<file path="config.mk">
export PLATFORM = sky130hd
export DESIGN_NAME = timer_sched
export DESIGN_NICKNAME = d
export VERILOG_FILES = /design/src/rtl/timer_sched_pkg.sv /design/src/rtl/timer_sched_chan.sv /design/src/rtl/timer_sched.sv
export SDC_FILE = /design/constraint.sdc
export NUM_CORES = 1
export LEC_CHECK = 0
export ABC_AREA = 1
export ABC_CLOCK_PERIOD_IN_PS = 4000
export CELL_PAD_IN_SITES_DETAIL_PLACEMENT = 0
export CELL_PAD_IN_SITES_GLOBAL_PLACEMENT = 1
export CORE_MARGIN = 2
export CORE_UTILIZATION = 47
export DETAILED_ROUTE_END_ITERATION = 12
export MAX_ROUTING_LAYER = met4
export PLACE_DENSITY = 0.86
export SYNTH_ARGS = -nofsm -noshare
export SYNTH_HDL_FRONTEND = slang
export SYNTH_SLANG_ARGS = --single-unit
</file>
<file path="constraint.sdc">
create_clock -name clk -period 4 [get_ports clk]
set_input_delay 0.8 -clock clk [delete_from_list [all_inputs] [get_ports clk]]
set_output_delay 0.8 -clock clk [all_outputs]
set_load 0.1 [all_outputs]
</file>
<file path="src/rtl/timer_sched_pkg.sv">
// Shared constants and types for the four-channel virtual timer block.
// Register offsets within a channel's window and CTRL bit positions live here.
package timer_sched_pkg;

  localparam int NCH = 4;

  localparam logic [1:0] REG_RELOAD = 2'd0;
  localparam logic [1:0] REG_COUNT  = 2'd1;
  localparam logic [1:0] REG_CTRL   = 2'd2;
  localparam logic [1:0] REG_STATUS = 2'd3;

  localparam int EN   = 0;
  localparam int PER  = 1;
  localparam int IEN  = 2;
  localparam int PEND = 3;

  // Field order matches the CTRL read-back layout {pend, ien, periodic, en}.
  typedef struct packed {
    logic pend;
    logic ien;
    logic periodic;
    logic en;
  } ctrl_t;

endpackage

</file>
<file path="src/rtl/timer_sched_chan.sv">
// One timer channel: reload/count registers, control bits and the countdown
// performed when the scan pointer selects this channel.
module timer_sched_chan
  import timer_sched_pkg::*;
(
  input  logic        clk,
  input  logic        rst,
  input  logic        svc,
  input  logic        wr_reload,
  input  logic        wr_ctrl,
  input  logic        rd_status,
  input  logic [31:0] data_in,
  output logic [31:0] reload,
  output logic [31:0] count,
  output ctrl_t       ctrl
);

  logic expire;

  // A RELOAD write in the service slot replaces the count outright, so the
  // expiry that the old count would have produced is dropped with it.
  assign expire = svc && ctrl.en && (count == 32'd1) && !wr_reload;

  always_ff @(posedge clk) begin
    if (rst) begin
      reload <= '1;
      count  <= '1;
      ctrl   <= '0;
    end else begin
      if (wr_reload) begin
        reload <= data_in;
        count  <= data_in;
      end else if (svc && ctrl.en) begin
        count <= expire ? reload : count - 32'd1;
      end

      if (wr_ctrl) begin
        ctrl.en       <= data_in[EN];
        ctrl.periodic <= data_in[PER];
        ctrl.ien      <= data_in[IEN];
      end else if (expire && !ctrl.periodic) begin
        ctrl.en <= 1'b0;
      end

      // Setting pend wins over a same-cycle STATUS read clear.
      if (expire) begin
        ctrl.pend <= 1'b1;
      end else if (rd_status) begin
        ctrl.pend <= 1'b0;
      end
    end
  end

endmodule

</file>
<file path="src/rtl/timer_sched.sv">
// Four virtual timers sharing one decrementer slot each via a rotating scan
// pointer, with a zero-wait-state register bus and level interrupt outputs.
module timer_sched
  import timer_sched_pkg::REG_RELOAD;
  import timer_sched_pkg::REG_COUNT;
  import timer_sched_pkg::REG_CTRL;
  import timer_sched_pkg::REG_STATUS;
  import timer_sched_pkg::ctrl_t;
#(
  parameter int NCH = timer_sched_pkg::NCH
) (
  input  logic           clk,
  input  logic           rst,
  input  logic           stb,
  input  logic           we,
  input  logic [3:0]     addr,
  input  logic [31:0]    data_in,
  output logic [31:0]    data_out,
  output logic           ack,
  output logic           irq,
  output logic [NCH-1:0] irq_vec
);

  logic [1:0]  ptr;
  logic [1:0]  sel_ch;
  logic [1:0]  sel_reg;
  logic        bus_wr;
  logic        bus_rd;
  logic [31:0] reload_q [NCH];
  logic [31:0] count_q  [NCH];
  ctrl_t       ctrl_q   [NCH];

  assign sel_ch  = addr[3:2];
  assign sel_reg = addr[1:0];
  assign bus_wr  = stb && we;
  assign bus_rd  = stb && !we;
  assign ack     = stb;

  always_ff @(posedge clk) begin
    if (rst) begin
      ptr <= 2'd0;
    end else begin
      ptr <= ptr + 2'd1;
    end
  end

  for (genvar gi = 0; gi < NCH; gi++) begin : g_chan
    timer_sched_chan u_chan (
      .clk       (clk),
      .rst       (rst),
      .svc       (ptr == 2'(gi)),
      .wr_reload (bus_wr && sel_ch == 2'(gi) && sel_reg == REG_RELOAD),
      .wr_ctrl   (bus_wr && sel_ch == 2'(gi) && sel_reg == REG_CTRL),
      .rd_status (bus_rd && sel_ch == 2'(gi) && sel_reg == REG_STATUS),
      .data_in   (data_in),
      .reload    (reload_q[gi]),
      .count     (count_q[gi]),
      .ctrl      (ctrl_q[gi])
    );
    assign irq_vec[gi] = ctrl_q[gi].pend & ctrl_q[gi].ien;
  end

  assign irq = |irq_vec;

  always_comb begin
    data_out = '0;
    case (sel_reg)
      REG_RELOAD: data_out = reload_q[sel_ch];
      REG_COUNT:  data_out = count_q[sel_ch];
      REG_CTRL:   data_out = {28'h0, ctrl_q[sel_ch]};
      REG_STATUS: data_out = {31'h0, ctrl_q[sel_ch].pend};
      default:    data_out = '0;
    endcase
  end

endmodule

</file>
* Word level (Yosys, flattened, before mapping) *
Cells that the tools add are included.
W data, S select, Z words.

cells by class
  equal/unequal tests = 13
  add/subtract/negate cells = 5
  bitwise gates (word level) = 5
  mux-type cells = 38
  magnitude comparators = 1
  reduce and logical (&&, ||, !) cells = 63

operators by type and width
  cell                     count
  $mux W32                 16
  $bmux W32 S2             2
  $eq A32 B1 Y1 const B    4
  $pmux W32 S4             1
  $sub A32 B1 Y32 const B  4
  $logic_and A1 B1 Y1      38
  $reduce_bool A2 Y1       12
  $mux W1                  16
  $eq A2 B2 Y1 const B     6
  $logic_not A1 Y1         9
  $bmux W4 S2              1
  $mux W4                  2
  $eq A2 B1 Y1 const B     3
  $logic_not A2 Y1         3
  $and A1 B1 Y1            4
  $reduce_or A4 Y1         1
  $ge A3 B3 Y1 const B     1
  $not A2 Y3               1
  $add A2 B1 Y2 const B    1

word-level totals
  input bits = 40
  output and inout bits = 38
  register bits = 274
  logic and storage cells = 150

* Depth between registers and ports, before layout *
  depth after elaboration = 8
  mapped depth = 12
  gate-level depth less buffers = 11

* Cells and area by module *
A second synthesis with hierarchy kept.

second synthesis, totals
  cells, all modules = 3,283
  area total of the unflattened synthesis = 18,589.1 um2

by module, submodules not included
  module                                   area an instance (um2)  times used  cells each  sequential area each (um2)
  timer_sched_chan (g_chan[1].u_chan ...)  3,980.1                 3           680         1,361.3
  timer_sched_chan (g_chan[0].u_chan)      4,032.6                 1           687         1,361.3
  timer_sched                              2,616.3                 1           556         40.0

* Worst setup path before layout *
Ideal clock, no wire load.

  kind = in2out
  from = in addr[2]
  to = out data_out[0]
  cell stages on the path = 7
  path buffers = 1
  data required time = 3.200 ns
  arrival time = 2.476 ns
  slack = 0.724 ns
  cell sequence = nand2_1 clkbuf_1 inv_1 a22oi_1 nand2_1 nand2_1 nand4_1

between the ends
  word-level cells in the longest chain between the ends = 5
  elaborated cells between the ends (all ways) = 11
  those cells by class = mux (10); bitwise (1)

ends and longest elaborated chain
  item                                                                       RTL line                              source
  start: declaration                                                         timer_sched.sv:16                     input logic [3:0] addr,
  $not A2 Y3 (implied by the code) (*)                                       -
  $bmux W4 S2, or another cell as far along                                  timer_sched.sv:70, timer_sched.sv:71
  $mux W4 (implied by the code), or another cell as far along (2 in series)  timer_sched.sv:70, timer_sched.sv:71
  $pmux W32 S4 (*)                                                           timer_sched.sv:67                     case (sel_reg)
  end: declaration                                                           timer_sched.sv:18                     output logic [31:0] data_out,

Every way passes the cells marked *; elsewhere a longest branch is shown, timed or not. The select of a mux whose other input is x is not followed.

* Worst setup path after layout *
  from = in addr[2]
  to = out data_out[20]

between the ends
  word-level cells in the longest chain between the ends = 5
  elaborated cells between the ends (all ways) = 8
  those cells by class = mux (7); bitwise (1)

ends and longest elaborated chain
  item                                       RTL line
  $not A2 Y3 (implied by the code) (*)       timer_sched.sv:68, timer_sched.sv:69
  $bmux W32 S2 (on tied branches)            timer_sched.sv:69, timer_sched.sv:68
  $mux W32 (on tied branches) (2 in series)  timer_sched.sv:69, timer_sched.sv:68
  $pmux W32 S4 (*)                           timer_sched.sv:67

Marked as above.

==> flow_summary.yaml <==
drt:
  drc: 0
  via_count: 18700
  via_per_inst: 5.81
  drt.antenna.violating_nets: 0
  first_iter_violations: 1760
  drt_first_pass_iters: 8
  wl_per_cell_um: 21.7
  wirelength_mm: 69.8
clock_network:
  clk_pin_slew_worst_paths_ns: 0.05
  cts_tree: "built"
  clock-sinks: 274
  cts_buffer_depth: 3
  hold_buffers: 0
  post_cts_resized: 0
  htree_levels: 2
  cts_inserted_buffers: 35
  clkLatencyLatePin_ns: 0.55
  cts_root_buf: "clkbuf_16"
  cts_setup_buffers: 0
timing:
  fmax_ghz: 0.270
  rsz0062_at_grt: "no"
  min_period_ns: 3.71
  timing.final.crit_share_pct: 92.7
  hold-worst-slack_ns: 0.470
  clock_skew_ns: 0.0210
  setup_viol: 0
  finalHoldViolations: 0
  drv_slew: 0
  tightest_slew_ns: 0.967
  final.setup.tns_ns: 0
  slew_headroom_pct: 35.3
worst_setup_path:
  rr_endpoint: "g_chan[3].u_chan.count[22]"
  path_buf_inv: 4
  critical_path_class: "in2out"
  cp_max_fo: 13
  worst_path_dominant_cell_family: "buffers and inverters"
  cp_cell_sequence: "clkdlybuf4s50_1, inv_2, nand2_2, inv_1, nand2_1, o21ai_0, o21ai_0, nand2_1, buf_12"
  r2r_setup_slack_ns: 1.21
  cp.arrival_ns: 2.91
  reg2reg_depth: 7
  critPathMaxStageDelay_ns: 0.58
  reg2reg_from: "ptr[0]"
  start_kind: "primary input"
  required_ns: 3.20
  setup.worst_path.end_class: "primary output"
  cp_slowest_cell: "clkdlybuf4s50_1"
place:
  place.gp.congestion: 0.997
  placedInstanceArea_um2: 18300
  dpl.hpwl_mm: 52.4
  portBuffers: 77
min_path:
  hold_path.class: "reg2reg"
  min_delay_path_depth: 1
  hold-path-endpoint: "ptr[0]"
  hp-start: "ptr[0]"
pwr:
  p_leak_nw: 9.96
  powerDensity_nw_per_um2: 356
  ir_worst_vdd_mv: 0.417
floorplan:
  start_util_pct: 47.6
  fp.dieH_um: 194
  coreArea_um2: 35500
  die_x_um: 194
  row_count: 69
  dieArea_um2: 37500
  ios: 78
logic_synthesis:
  synth_nets: 2753
  ys_seq_area_share_pct: 32.5
  netlist-cell-type-count: 35
  syn_area_um2: 16900
  synth_ff_type: "dfxtp_1"
  synth-seq-cells: 274
  async_flop_share_pct: 0
  synth_edf_count: 0
  synth_warnings: 0
  postSynthCellCount: 2701
  syn_area_per_cell_um2: 6.26
final_layout:
  final_util_pct: 54.7
  antenna_cells: 0
  finalNetCount: 2780
  final_layout_size_suffix_gt1_share_pct: 6.21
  syn_to_final_growth_pct: 14.9
  stdcell_area_um2: 19400
  n_fill_cell: 3604
global_routing:
  grt_max_degree: 65
  overflow: 0
  antenna_found_initial: 0
  grt_pass1_vias: 17400
  grtUsageTotal_pct: 37.4
  grt_pass1_wl_mm: 105
flow_run:
  maxCapViolations: 0
status:
  outcome: "finished clean"
[how the worst max path moves through the flow]
stage,startpoint,endpoint,slack (ns),cells after the start
after floorplan,addr[2],data_out[0],0.72,7
after global placement,addr[2],g_chan[3].u_chan.count[25],0.35,10
after detailed placement,addr[3],g_chan[3].u_chan.count[26],0.26,10
after CTS,addr[2],data_out[20],0.34,9
after global routing,addr[2],data_out[20],0.17,9
final,addr[2],data_out[20],0.29,9
[metal layers]
metal | track usage [%] | routed length [um]
met1 | 48.6 | 29800
met2 | 57.7 | 30900
met3 | 4.94 | 5520
met4 | 17.3 | 3560
met5 | - | 0
[kinds of logic (layout without fill, tap and decap cells)]
logic type,count (synthesis),in the layout,share of synthesized area (%)
compound gates,733,733,24.6
xor+xnor,43,43,2.23
fa+ha+maj,12,12,0.888
buf+inv,525,576,12.4
flops,274,274,32.5
simple gates,1114,1114,27.4
[worst register-to-register path, cell delays in order, from the launching register on]
cell     delay, ns
dfxtp_1       0.38
ha_1          0.29
nand2_1       0.23
nor2_1        0.78
inv_1         0.63
a21oi_1       0.29
nand2_1       0.08
nand2_1       0.06
[final cells by class]
| cell class | count | area [um2] | area share [%] |
|---|---|---|---|
| clock inverters | 14 | 101 | 0.522 |
| flip-flops and latches | 274 | 5490 | 28.2 |
| well taps | 461 | 577 | 2.97 |
| multi-input cells | 1902 | 9330 | 48.0 |
| repair buffers | 108 | 1380 | 7.13 |
| inverters | 407 | 1530 | 7.89 |
| clock buffers | 47 | 1010 | 5.22 |
[Yosys cell counts (8+ instances only)]
| library cell | count | area (um2) |
|---|---|---|
| o211ai_1 | 18 | 135 |
| buf_1 | 13 | 48.8 |
| nor2_2 | 17 | 106 |
| o21ai_1 | 28 | 140 |
| ha_1 | 12 | 150 |
| nand2_2 | 9 | 56.3 |
| o21ai_0 | 290 | 1450 |
| nand4_1 | 16 | 100 |
| o21bai_1 | 103 | 773 |
| buf_6 | 8 | 90.1 |
| nand3_1 | 209 | 1050 |
| a21oi_1 | 162 | 811 |
| nand2_1 | 597 | 2240 |
| buf_2 | 27 | 135 |
| nor2_1 | 248 | 931 |
| clkbuf_1 | 62 | 233 |
| dfxtp_1 | 274 | 5490 |
| xor2_1 | 41 | 359 |
| buf_4 | 8 | 60.1 |
| inv_2 | 11 | 41.3 |
| inv_1 | 394 | 1480 |
| a22oi_1 | 8 | 60.1 |
| o22ai_1 | 119 | 744 |
[report_power, final]
part           internal, mW  total, mW  switching (mW)
Clock                  1.84       3.16            1.32
Combinational         0.298      0.944           0.646
Sequential             2.77       2.81          0.0364
[sequential cells by signal, summed over array words and instances (netlist names)]
register and count:
g_chan.u_chan.ctrl 16, ptr 2, g_chan.u_chan.reload 128, g_chan.u_chan.count 128
[layout by cell type, fill, tap and decap left out, drive strengths merged]
| cell type | netlist | routed |
|---|---|---|
| xnor2 | 2 | 2 |
| o21bai | 103 | 103 |
| a22oi | 8 | 8 |
| clkinv | 1 | 14 |
| clkinvlp | 0 | 1 |
| nand3b | 5 | 5 |
| a31oi | 1 | 1 |
| nand4 | 16 | 16 |
| nor3 | 3 | 3 |
| clkbuf | 62 | 47 |
| o22ai | 119 | 119 |
| nor2 | 270 | 270 |
| a21oi | 162 | 162 |
| o2111ai | 1 | 1 |
| a21o | 3 | 3 |
| buf | 56 | 64 |
| ha | 12 | 12 |
| bufinv | 0 | 1 |
| xor2 | 41 | 41 |
| dfxtp | 274 | 274 |
| o21ai | 318 | 318 |
| inv | 406 | 405 |
| nand3 | 211 | 211 |
| nand2 | 608 | 608 |
| o211ai | 18 | 18 |
| and2 | 1 | 1 |
| clkdlybuf4s50 | 0 | 44 |
[through the flow]
step / setup slack, ns / instances / power, mW
global placement: 0.353 / 3152 / 3.79
finish: 0.294 / 3213 / 6.91
CTS: 0.343 / 3213 / 6.92
floorplan: 0.724 / 2701 / 3.40
detailed placement: 0.259 / 3152 / 3.80
global route: 0.172 / 3213 / 7.07
Power figures use the tool's default switching activity.
